**src/rtl/sata_phy_pkg.sv**
```systemverilog
// Shared SATA PHY constants and the K28.5 comma-lane detector
// used by every lane of the multi-port PHY interface.
package sata_phy_pkg;

    localparam int          DW_W     = 32;
    localparam int          K_W      = 4;
    localparam logic [31:0] ALIGN_DW = 32'h7B4A4ABC;
    localparam logic [3:0]  ALIGN_K  = 4'b0001;
    localparam logic [7:0]  K28_5    = 8'hBC;

    typedef struct packed {
        logic       hit;
        logic [1:0] lane;
    } comma_t;

    // A comma counts only when exactly one charisk bit is set and that lane carries K28.5
    function automatic comma_t comma_detect(input logic [31:0] dw, input logic [3:0] k);
        comma_t c;
        c.hit  = 1'b0;
        c.lane = 2'd0;
        case (k)
            4'b0001: begin c.hit = (dw[7:0]   == K28_5); c.lane = 2'd0; end
            4'b0010: begin c.hit = (dw[15:8]  == K28_5); c.lane = 2'd1; end
            4'b0100: begin c.hit = (dw[23:16] == K28_5); c.lane = 2'd2; end
            4'b1000: begin c.hit = (dw[31:24] == K28_5); c.lane = 2'd3; end
            default: begin c.hit = 1'b0;                 c.lane = 2'd0; end
        endcase
        return c;
    endfunction

endpackage

```
**src/rtl/sata_phy_if_mp_if.sv**
```systemverilog
// Link-layer / transceiver bundle for N SATA ports; master = link+GT side, slave = PHY interface.
interface sata_phy_if_mp_if #(parameter int N = 2) ();

    logic [N-1:0]      link_up;
    logic [32*N-1:0]   txdata;
    logic [N-1:0]      txdatak;
    logic [N-1:0]      txdatak_pop;
    logic [32*N-1:0]   gtx_txdata;
    logic [4*N-1:0]    gtx_txdatak;
    logic [32*N-1:0]   gtx_rxdata;
    logic [4*N-1:0]    gtx_rxdatak;
    logic [32*N-1:0]   rxdata;
    logic [N-1:0]      rxdatak;
    logic [N-1:0]      rxvalid;
    logic [N-1:0]      align_lock;

    modport master (
        output link_up, txdata, txdatak, gtx_rxdata, gtx_rxdatak,
        input  txdatak_pop, gtx_txdata, gtx_txdatak, rxdata, rxdatak, rxvalid, align_lock
    );

    modport slave (
        input  link_up, txdata, txdatak, gtx_rxdata, gtx_rxdatak,
        output txdatak_pop, gtx_txdata, gtx_txdatak, rxdata, rxdatak, rxvalid, align_lock
    );

endinterface

```
**src/rtl/sata_phy_if_lane.sv**
```systemverilog
// One SATA port: TX ALIGN-pair inserter with pop backpressure, RX comma realigner,
// ALIGN stripping and alignment-lock tracking.
module sata_phy_if_lane
    import sata_phy_pkg::*;
#(
    parameter int C_ALIGN_INTERVAL = 256,
    parameter int C_LOCK_CNT       = 4
) (
    input  logic             phyclk,
    input  logic             phyreset,
    input  logic             link_up,
    input  logic [DW_W-1:0]  txdata,
    input  logic             txdatak,
    output logic             txdatak_pop,
    output logic [DW_W-1:0]  gtx_txdata,
    output logic [K_W-1:0]   gtx_txdatak,
    input  logic [DW_W-1:0]  gtx_rxdata,
    input  logic [K_W-1:0]   gtx_rxdatak,
    output logic [DW_W-1:0]  rxdata,
    output logic             rxdatak,
    output logic             rxvalid,
    output logic             align_lock
);

    localparam int         CW       = $clog2(C_ALIGN_INTERVAL);
    localparam logic [3:0] LOCK_MAX = 4'(C_LOCK_CNT);

    logic [CW-1:0]   cnt_r;
    logic            pop_s;
    logic [31:0]     gtx_txdata_r;
    logic [3:0]      gtx_txdatak_r;

    logic [31:0]     prev_r;
    logic [3:0]      prevk_r;
    logic [1:0]      offset_r, offset_nx_s;
    logic [3:0]      lock_cnt_r, lock_cnt_nx_s;
    logic            align_lock_r, align_lock_nx_s;
    comma_t          det_s;
    logic [55:0]     pair_s;
    logic [31:0]     realign_s;
    logic            realk_s;
    logic [31:0]     rxdata_r;
    logic            rxdatak_r;
    logic            rxvalid_r;

    // Data slots are every period position except the two ALIGN slots at 0 and 1
    always_comb begin
        pop_s = link_up && (cnt_r >= CW'(2));
    end

    // TX period counter and registered transceiver word
    always_ff @(posedge phyclk) begin
        if (phyreset || !link_up) begin
            cnt_r         <= '0;
            gtx_txdata_r  <= ALIGN_DW;
            gtx_txdatak_r <= ALIGN_K;
        end else begin
            cnt_r <= cnt_r + CW'(1);
            if (pop_s) begin
                gtx_txdata_r  <= txdata;
                gtx_txdatak_r <= {3'b000, txdatak};
            end else begin
                gtx_txdata_r  <= ALIGN_DW;
                gtx_txdatak_r <= ALIGN_K;
            end
        end
    end

    // Comma detection on the incoming word and realignment of the previous word
    always_comb begin
        det_s  = comma_detect(gtx_rxdata, gtx_rxdatak);
        pair_s = {gtx_rxdata[23:0], prev_r};
        case (offset_r)
            2'd0:    realign_s = pair_s[31:0];
            2'd1:    realign_s = pair_s[39:8];
            2'd2:    realign_s = pair_s[47:16];
            2'd3:    realign_s = pair_s[55:24];
            default: realign_s = pair_s[31:0];
        endcase
        realk_s = prevk_r[offset_r];
    end

    // Lock bookkeeping: same-offset commas count up, a new offset restarts the count
    always_comb begin
        offset_nx_s     = offset_r;
        lock_cnt_nx_s   = lock_cnt_r;
        align_lock_nx_s = align_lock_r;
        if (!link_up) begin
            lock_cnt_nx_s   = 4'd0;
            align_lock_nx_s = 1'b0;
        end else if (det_s.hit) begin
            if (det_s.lane == offset_r) begin
                if (lock_cnt_r < LOCK_MAX) begin
                    lock_cnt_nx_s = lock_cnt_r + 4'd1;
                end else begin
                    lock_cnt_nx_s = lock_cnt_r;
                end
                align_lock_nx_s = (lock_cnt_nx_s == LOCK_MAX);
            end else begin
                offset_nx_s     = det_s.lane;
                lock_cnt_nx_s   = 4'd1;
                align_lock_nx_s = 1'b0;
            end
        end else begin
            offset_nx_s = offset_r;
        end
    end

    // RX pipeline: previous word, lock state, realigned output stage
    always_ff @(posedge phyclk) begin
        if (phyreset) begin
            prev_r       <= 32'd0;
            prevk_r      <= 4'd0;
            offset_r     <= 2'd0;
            lock_cnt_r   <= 4'd0;
            align_lock_r <= 1'b0;
            rxdata_r     <= 32'd0;
            rxdatak_r    <= 1'b0;
            rxvalid_r    <= 1'b0;
        end else begin
            prev_r       <= gtx_rxdata;
            prevk_r      <= gtx_rxdatak;
            offset_r     <= offset_nx_s;
            lock_cnt_r   <= lock_cnt_nx_s;
            align_lock_r <= align_lock_nx_s;
            rxdata_r     <= realign_s;
            rxdatak_r    <= realk_s;
            rxvalid_r    <= link_up && align_lock_r && (realign_s != ALIGN_DW);
        end
    end

    assign txdatak_pop = pop_s;
    assign gtx_txdata  = gtx_txdata_r;
    assign gtx_txdatak = gtx_txdatak_r;
    assign rxdata      = rxdata_r;
    assign rxdatak     = rxdatak_r;
    assign rxvalid     = rxvalid_r;
    assign align_lock  = align_lock_r;

endmodule

```
**src/rtl/sata_phy_if_mp.sv**
```systemverilog
// N-port SATA PHY interface: one independent lane instance per SATA channel,
// the top only slices the shared buses.
module sata_phy_if_mp
    import sata_phy_pkg::*;
#(
    parameter int C_NUM_PORTS      = 2,
    parameter int C_ALIGN_INTERVAL = 256,
    parameter int C_LOCK_CNT       = 4
) (
    input  logic              phyclk,
    input  logic              phyreset,
    sata_phy_if_mp_if.slave   bus
);

    for (genvar p = 0; p < C_NUM_PORTS; p++) begin : g_port
        sata_phy_if_lane #(
            .C_ALIGN_INTERVAL (C_ALIGN_INTERVAL),
            .C_LOCK_CNT       (C_LOCK_CNT)
        ) u_lane (
            .phyclk      (phyclk),
            .phyreset    (phyreset),
            .link_up     (bus.link_up[p]),
            .txdata      (bus.txdata[DW_W*p +: DW_W]),
            .txdatak     (bus.txdatak[p]),
            .txdatak_pop (bus.txdatak_pop[p]),
            .gtx_txdata  (bus.gtx_txdata[DW_W*p +: DW_W]),
            .gtx_txdatak (bus.gtx_txdatak[K_W*p +: K_W]),
            .gtx_rxdata  (bus.gtx_rxdata[DW_W*p +: DW_W]),
            .gtx_rxdatak (bus.gtx_rxdatak[K_W*p +: K_W]),
            .rxdata      (bus.rxdata[DW_W*p +: DW_W]),
            .rxdatak     (bus.rxdatak[p]),
            .rxvalid     (bus.rxvalid[p]),
            .align_lock  (bus.align_lock[p])
        );
    end

endmodule

```
**src/flat_wrapper.sv**
```systemverilog
// flat-port wrapper written by rule: the top's interface ports become plain ports
module sata_phy_if_mp_flat import sata_phy_pkg::*;
#(
    parameter int C_NUM_PORTS      = 2,
    parameter int C_ALIGN_INTERVAL = 256,
    parameter int C_LOCK_CNT       = 4
)
  (phyclk, phyreset, bus_link_up, bus_txdata, bus_txdatak, bus_gtx_rxdata, bus_gtx_rxdatak, bus_txdatak_pop, bus_gtx_txdata, bus_gtx_txdatak, bus_rxdata, bus_rxdatak, bus_rxvalid, bus_align_lock);
  sata_phy_if_mp_if #(.N(2)) bus_i ();
  input  logic phyclk;
  input  logic phyreset;
  input wire logic [$bits(bus_i.link_up)-1:0] bus_link_up;
  input wire logic [$bits(bus_i.txdata)-1:0] bus_txdata;
  input wire logic [$bits(bus_i.txdatak)-1:0] bus_txdatak;
  input wire logic [$bits(bus_i.gtx_rxdata)-1:0] bus_gtx_rxdata;
  input wire logic [$bits(bus_i.gtx_rxdatak)-1:0] bus_gtx_rxdatak;
  output wire logic [$bits(bus_i.txdatak_pop)-1:0] bus_txdatak_pop;
  output wire logic [$bits(bus_i.gtx_txdata)-1:0] bus_gtx_txdata;
  output wire logic [$bits(bus_i.gtx_txdatak)-1:0] bus_gtx_txdatak;
  output wire logic [$bits(bus_i.rxdata)-1:0] bus_rxdata;
  output wire logic [$bits(bus_i.rxdatak)-1:0] bus_rxdatak;
  output wire logic [$bits(bus_i.rxvalid)-1:0] bus_rxvalid;
  output wire logic [$bits(bus_i.align_lock)-1:0] bus_align_lock;
  assign bus_i.link_up = bus_link_up;
  assign bus_i.txdata = bus_txdata;
  assign bus_i.txdatak = bus_txdatak;
  assign bus_i.gtx_rxdata = bus_gtx_rxdata;
  assign bus_i.gtx_rxdatak = bus_gtx_rxdatak;
  assign bus_txdatak_pop = bus_i.txdatak_pop;
  assign bus_gtx_txdata = bus_i.gtx_txdata;
  assign bus_gtx_txdatak = bus_i.gtx_txdatak;
  assign bus_rxdata = bus_i.rxdata;
  assign bus_rxdatak = bus_i.rxdatak;
  assign bus_rxvalid = bus_i.rxvalid;
  assign bus_align_lock = bus_i.align_lock;
  sata_phy_if_mp #(.C_NUM_PORTS(C_NUM_PORTS), .C_ALIGN_INTERVAL(C_ALIGN_INTERVAL), .C_LOCK_CNT(C_LOCK_CNT)) u_core (.phyclk(phyclk), .phyreset(phyreset), .bus(bus_i));
endmodule
```
**config.mk**
```make
export PLATFORM = sky130hd
export DESIGN_NAME = sata_phy_if_mp_flat
export DESIGN_NICKNAME = d
export VERILOG_FILES = /design/src/rtl/sata_phy_pkg.sv /design/src/rtl/sata_phy_if_mp_if.sv /design/src/rtl/sata_phy_if_lane.sv /design/src/rtl/sata_phy_if_mp.sv /design/src/flat_wrapper.sv
export SDC_FILE = /design/constraint.sdc
export NUM_CORES = 1
export LEC_CHECK = 0
export CAP_MARGIN = 0
export CORE_UTILIZATION = 34
export DETAILED_ROUTE_END_ITERATION = 16
export HOLD_SLACK_MARGIN = 0.02
export PLACE_DENSITY = 0.6
export SYNTH_ARGS = -nofsm -noshare
export SYNTH_HDL_FRONTEND = slang
export SYNTH_SLANG_ARGS = --single-unit
```
**constraint.sdc**
```tcl
create_clock -name phyclk -period 3.35 [get_ports phyclk]
set_input_delay 1.005 -clock phyclk [delete_from_list [all_inputs] [get_ports phyclk]]
set_output_delay 1.005 -clock phyclk [all_outputs]
set_load 0.02 [all_outputs]
```
==> metrics.cfg, run 1 <==
[worst_setup_path]
r2r_slack_ns=0.86
r2r_end=u_core.g_port[1].u_lane.rxvalid
critPathMaxFanout=2
reg2reg_depth=7
critPathSlowestCell=clkdlybuf4s50_1
cp_top_family=buffers and inverters
cp_data_required_time_ns=2.34
r2r-start=u_core.g_port[1].u_lane.offset_r[0]
slowest_delay_ns=0.63
path_cells=clkdlybuf4s50_1, a21boi_0, clkdlybuf4s50_1
critical_path_arrival_ns=2.30
startpoint_type=primary input
cp-end-kind=primary output
crit_top_cell=clkdlybuf4s50_1
crit_type=primary input to primary output
critPathBufInv=2

[synthesis]
yosysWarnings=0
synth-edff-count=0
yosysUniqueCellTypes=60
synthArstFlopShare_pct=0
ys.flop_type=dfxtp_1
syn_inst=962
syn_area_per_cell_um2=9.79
ys_seq_elements=236
synth_seq_area_share_pct=50.1
synth_area_mm2=0.00942

[grt]
met1_usage_pct=21.7
grt_use_met2_pct=31.1
grt_busiest_layer=met2
antenna_found_initial=0
grt_remaining_overflow=0
gr-usage-all-layers_pct=17.6
grtUsageMet3_pct=3.30
grt_pass1_vias=7448
grt_pass1_wl_um=39700
grt_max_degree=90

[power]
ir_drop_v=0.000349
p_leak_uw=0.00510
power_density_mw_per_mm2=471

[cts]
clockBufferDepth=3
h-tree-depth=1
insertion_delay_ns=0.53
clock-root-buffer=clkbuf_16
path_clk_slew_ns=0.06
cts_tree=done
postCtsSetupRepairBufs=0
clock_sinks=236
numCtsBuffers=26

[die]
start_util_pct=34.8
fp.dieW_um=168
rows=60
dieArea_mm2=0.0284
fp.coreArea_mm2=0.0271
io_pins=286
die_h_um=168

[placed_design]
dp_hpwl_um=19400
routabilityCongestion=0.816
dp_slack_ns=-0.0374
place_area_mm2=0.0127
io_buffers=279
dp.cells=1595

[min_path]
min_path_cells=1
hold_class=flip-flop to flip-flop
hold_start=u_core.g_port[0].u_lane.cnt_r[0]
min_to=u_core.g_port[0].u_lane.cnt_r[0]

[layout]
synthToLayoutAreaGrowth_pct=44.4
drive_above_1_share_pct=11.1
final_cells=1640
nNetsFinal=1399
final_area_mm2=0.0136
diodes=0

[detailed_routing]
drt_wl_total_um=25800
via_per_inst=4.62
ant_nets=0
num_vias=7578
drt-initial-drc-count=402
avgRoutedWirePerCell_um=15.7
drcViolationCount=0
first_pass_iters=4

[timing]
hold_viol_final=0
fin_skew_ns=0.0193
layout_setup_ws_ns=0.0442
relSlewSlack_pct=37.7
finalCritPeriodShare_pct=98.7
holdWs_ns=0.460
period_minus_slack_ns=3.31
rsz0062_at_grt=no
setup_tns_ns=0
timing.final.max_slew_violations=0
max_freq_mhz=302
final-setup-viol-count=0
tightest_slew_ns=0.934

[job]
timing.max_cap.violations=0

[status]
run_status=finished, final reports clean

## placed cells by master (no fill, tap or decap), types with 5 or more instances in the layout
cell type	n
clkdlybuf4s50_1	277
dfxtp_1	232
nor2_1	107
nor2b_1	103
mux2i_1	68
buf_4	47
a21oi_1	46
nand2b_1	42
mux2_2	33
nand2_1	32
o21ai_0	31
and2_1	31
clkbuf_16	26
nor4_1	15
nand3_1	13
and3b_1	11
nor3_1	9
nand3b_1	9
xor2_1	8
and3_1	8
inv_1	7
nor4b_1	6
ha_1	6
conb_1	6
clkbuf_8	6
xnor2_1	5
nand4_1	5
clkinv_2	5
clkbuf_1	5
## final cells by class
class                      count  area (um^2)
sequential                   236         4730
clock inverter                 8          101
tap                          372          465
clock buffer                  37          752
fill                        2558        13500
inverter                       7         26.3
timing repair buffer         328         3200
multi-input combinational    652         4340
## where the power goes
group | switching (uW) | internal, uW
sequential | 32.4 | 2900
clock | 1120 | 1710
combinational | 301 | 354
total | 1460 | 4960
## registers in the layout, indices dropped and copies added, names as in the netlist
name                              flops
u_core.g_port.u_lane.offset_r         4
u_core.g_port.u_lane.gtx_txdata      64
u_core.g_port.u_lane.prevk_r          8
u_core.g_port.u_lane.lock_cnt_r       8
u_core.g_port.u_lane.rxdata          64
u_core.g_port.u_lane.cnt_r           16
u_core.g_port.u_lane.gtx_txdatak      2
u_core.g_port.u_lane.align_lock       2
u_core.g_port.u_lane.rxvalid          2
u_core.g_port.u_lane.prev_r          64
u_core.g_port.u_lane.rxdatak          2
## metal layers
| layer | up-vias | wire length (um) |
|---|---|---|
| li1 | 3840 | - |
| met1 | 3482 | 11400 |
| met2 | 220 | 12600 |
| met3 | 36 | 1290 |
| met4 | 0 | 594 |
| met5 | - | 0 |
## how the worst max path moves through the flow
stage | from | to | cells after the start
2_1_floorplan | bus_gtx_rxdatak[5] | u_core.g_port[1].u_lane.offset_r[0] | 8
6_report | bus_link_up[0] | bus_txdatak_pop[0] | 3
3_3_place_gp | bus_gtx_rxdatak[6] | u_core.g_port[1].u_lane.lock_cnt_r[1] | 7
4_1_cts | bus_link_up[0] | bus_txdatak_pop[0] | 3
5_1_grt | bus_link_up[0] | bus_txdatak_pop[0] | 3
3_5_place_dp | bus_gtx_rxdatak[5] | u_core.g_port[1].u_lane.lock_cnt_r[1] | 7
## repair_timing
item                                   in CTS  in global routing
setup endpoints to repair                   1                  1
hold buffers                                0                  0
resized for setup                           1                  2
endpoints found under the hold margin       0                  0
## synth_stat cells, drive strengths merged, types with 3 or more instances
library cell / count / area share (%)
a211oi: 3 / 0.24
a21oi: 48 / 2.5
a31oi: 4 / 0.27
and2: 31 / 2.1
and3: 8 / 0.53
and3b: 11 / 1.0
buf: 39 / 2.6
clkbuf: 33 / 1.3
dfxtp: 236 / 50
ha: 6 / 0.80
inv: 7 / 0.28
mux2: 33 / 3.9
mux2i: 68 / 7.2
nand2: 32 / 1.3
nand2b: 42 / 2.8
nand3: 13 / 0.69
nand3b: 9 / 0.72
nand4: 5 / 0.33
nand4b: 3 / 0.28
nor2: 107 / 4.3
nor2b: 103 / 6.8
nor3: 11 / 0.69
nor4: 17 / 1.1
nor4b: 9 / 1.1
o21ai: 33 / 1.8
o31ai: 3 / 0.24
xnor2: 5 / 0.46
xor2: 8 / 0.74
## cell families (layout without fill, tap and decap cells)
kind of cell | count (synthesis) | in the layout | share of synthesized area [%]
simple gates | 409 | 409 | 24.5
flops | 236 | 236 | 50.1
compound gates | 115 | 115 | 7.45
mux | 103 | 103 | 11.6
buf+inv | 79 | 380 | 4.24
xor+xnor | 13 | 13 | 1.21
fa+ha+maj | 6 | 6 | 0.797
other cells | 1 | 6 | 0.0398
## through the flow
| stage | utilization, % | power (uW) |
|---|---|---|
| 2_1_floorplan | - | 3270 |
| 3_5_place_dp | 47.0 | 3650 |
| 5_1_grt | 50.2 | 6680 |
| 3_3_place_gp | 47.0 | 3650 |
| 4_1_cts | 50.2 | 6510 |
| 6_report | 50.2 | 6410 |
(Power assumes the default switching activity.)
==> inputs of run 2 (changes only) <==
--- a/config.mk
+++ b/config.mk
@@ -5,6 +5,7 @@
 export SDC_FILE = /design/constraint.sdc
 export NUM_CORES = 1
 export LEC_CHECK = 0
+export ABC_CLOCK_PERIOD_IN_PS = 3350
 export CAP_MARGIN = 0
 export CORE_UTILIZATION = 34
 export DETAILED_ROUTE_END_ITERATION = 16
==> results of run 2 <==
Same layout as run 1: the final DEF is identical, and so are final timing and power.
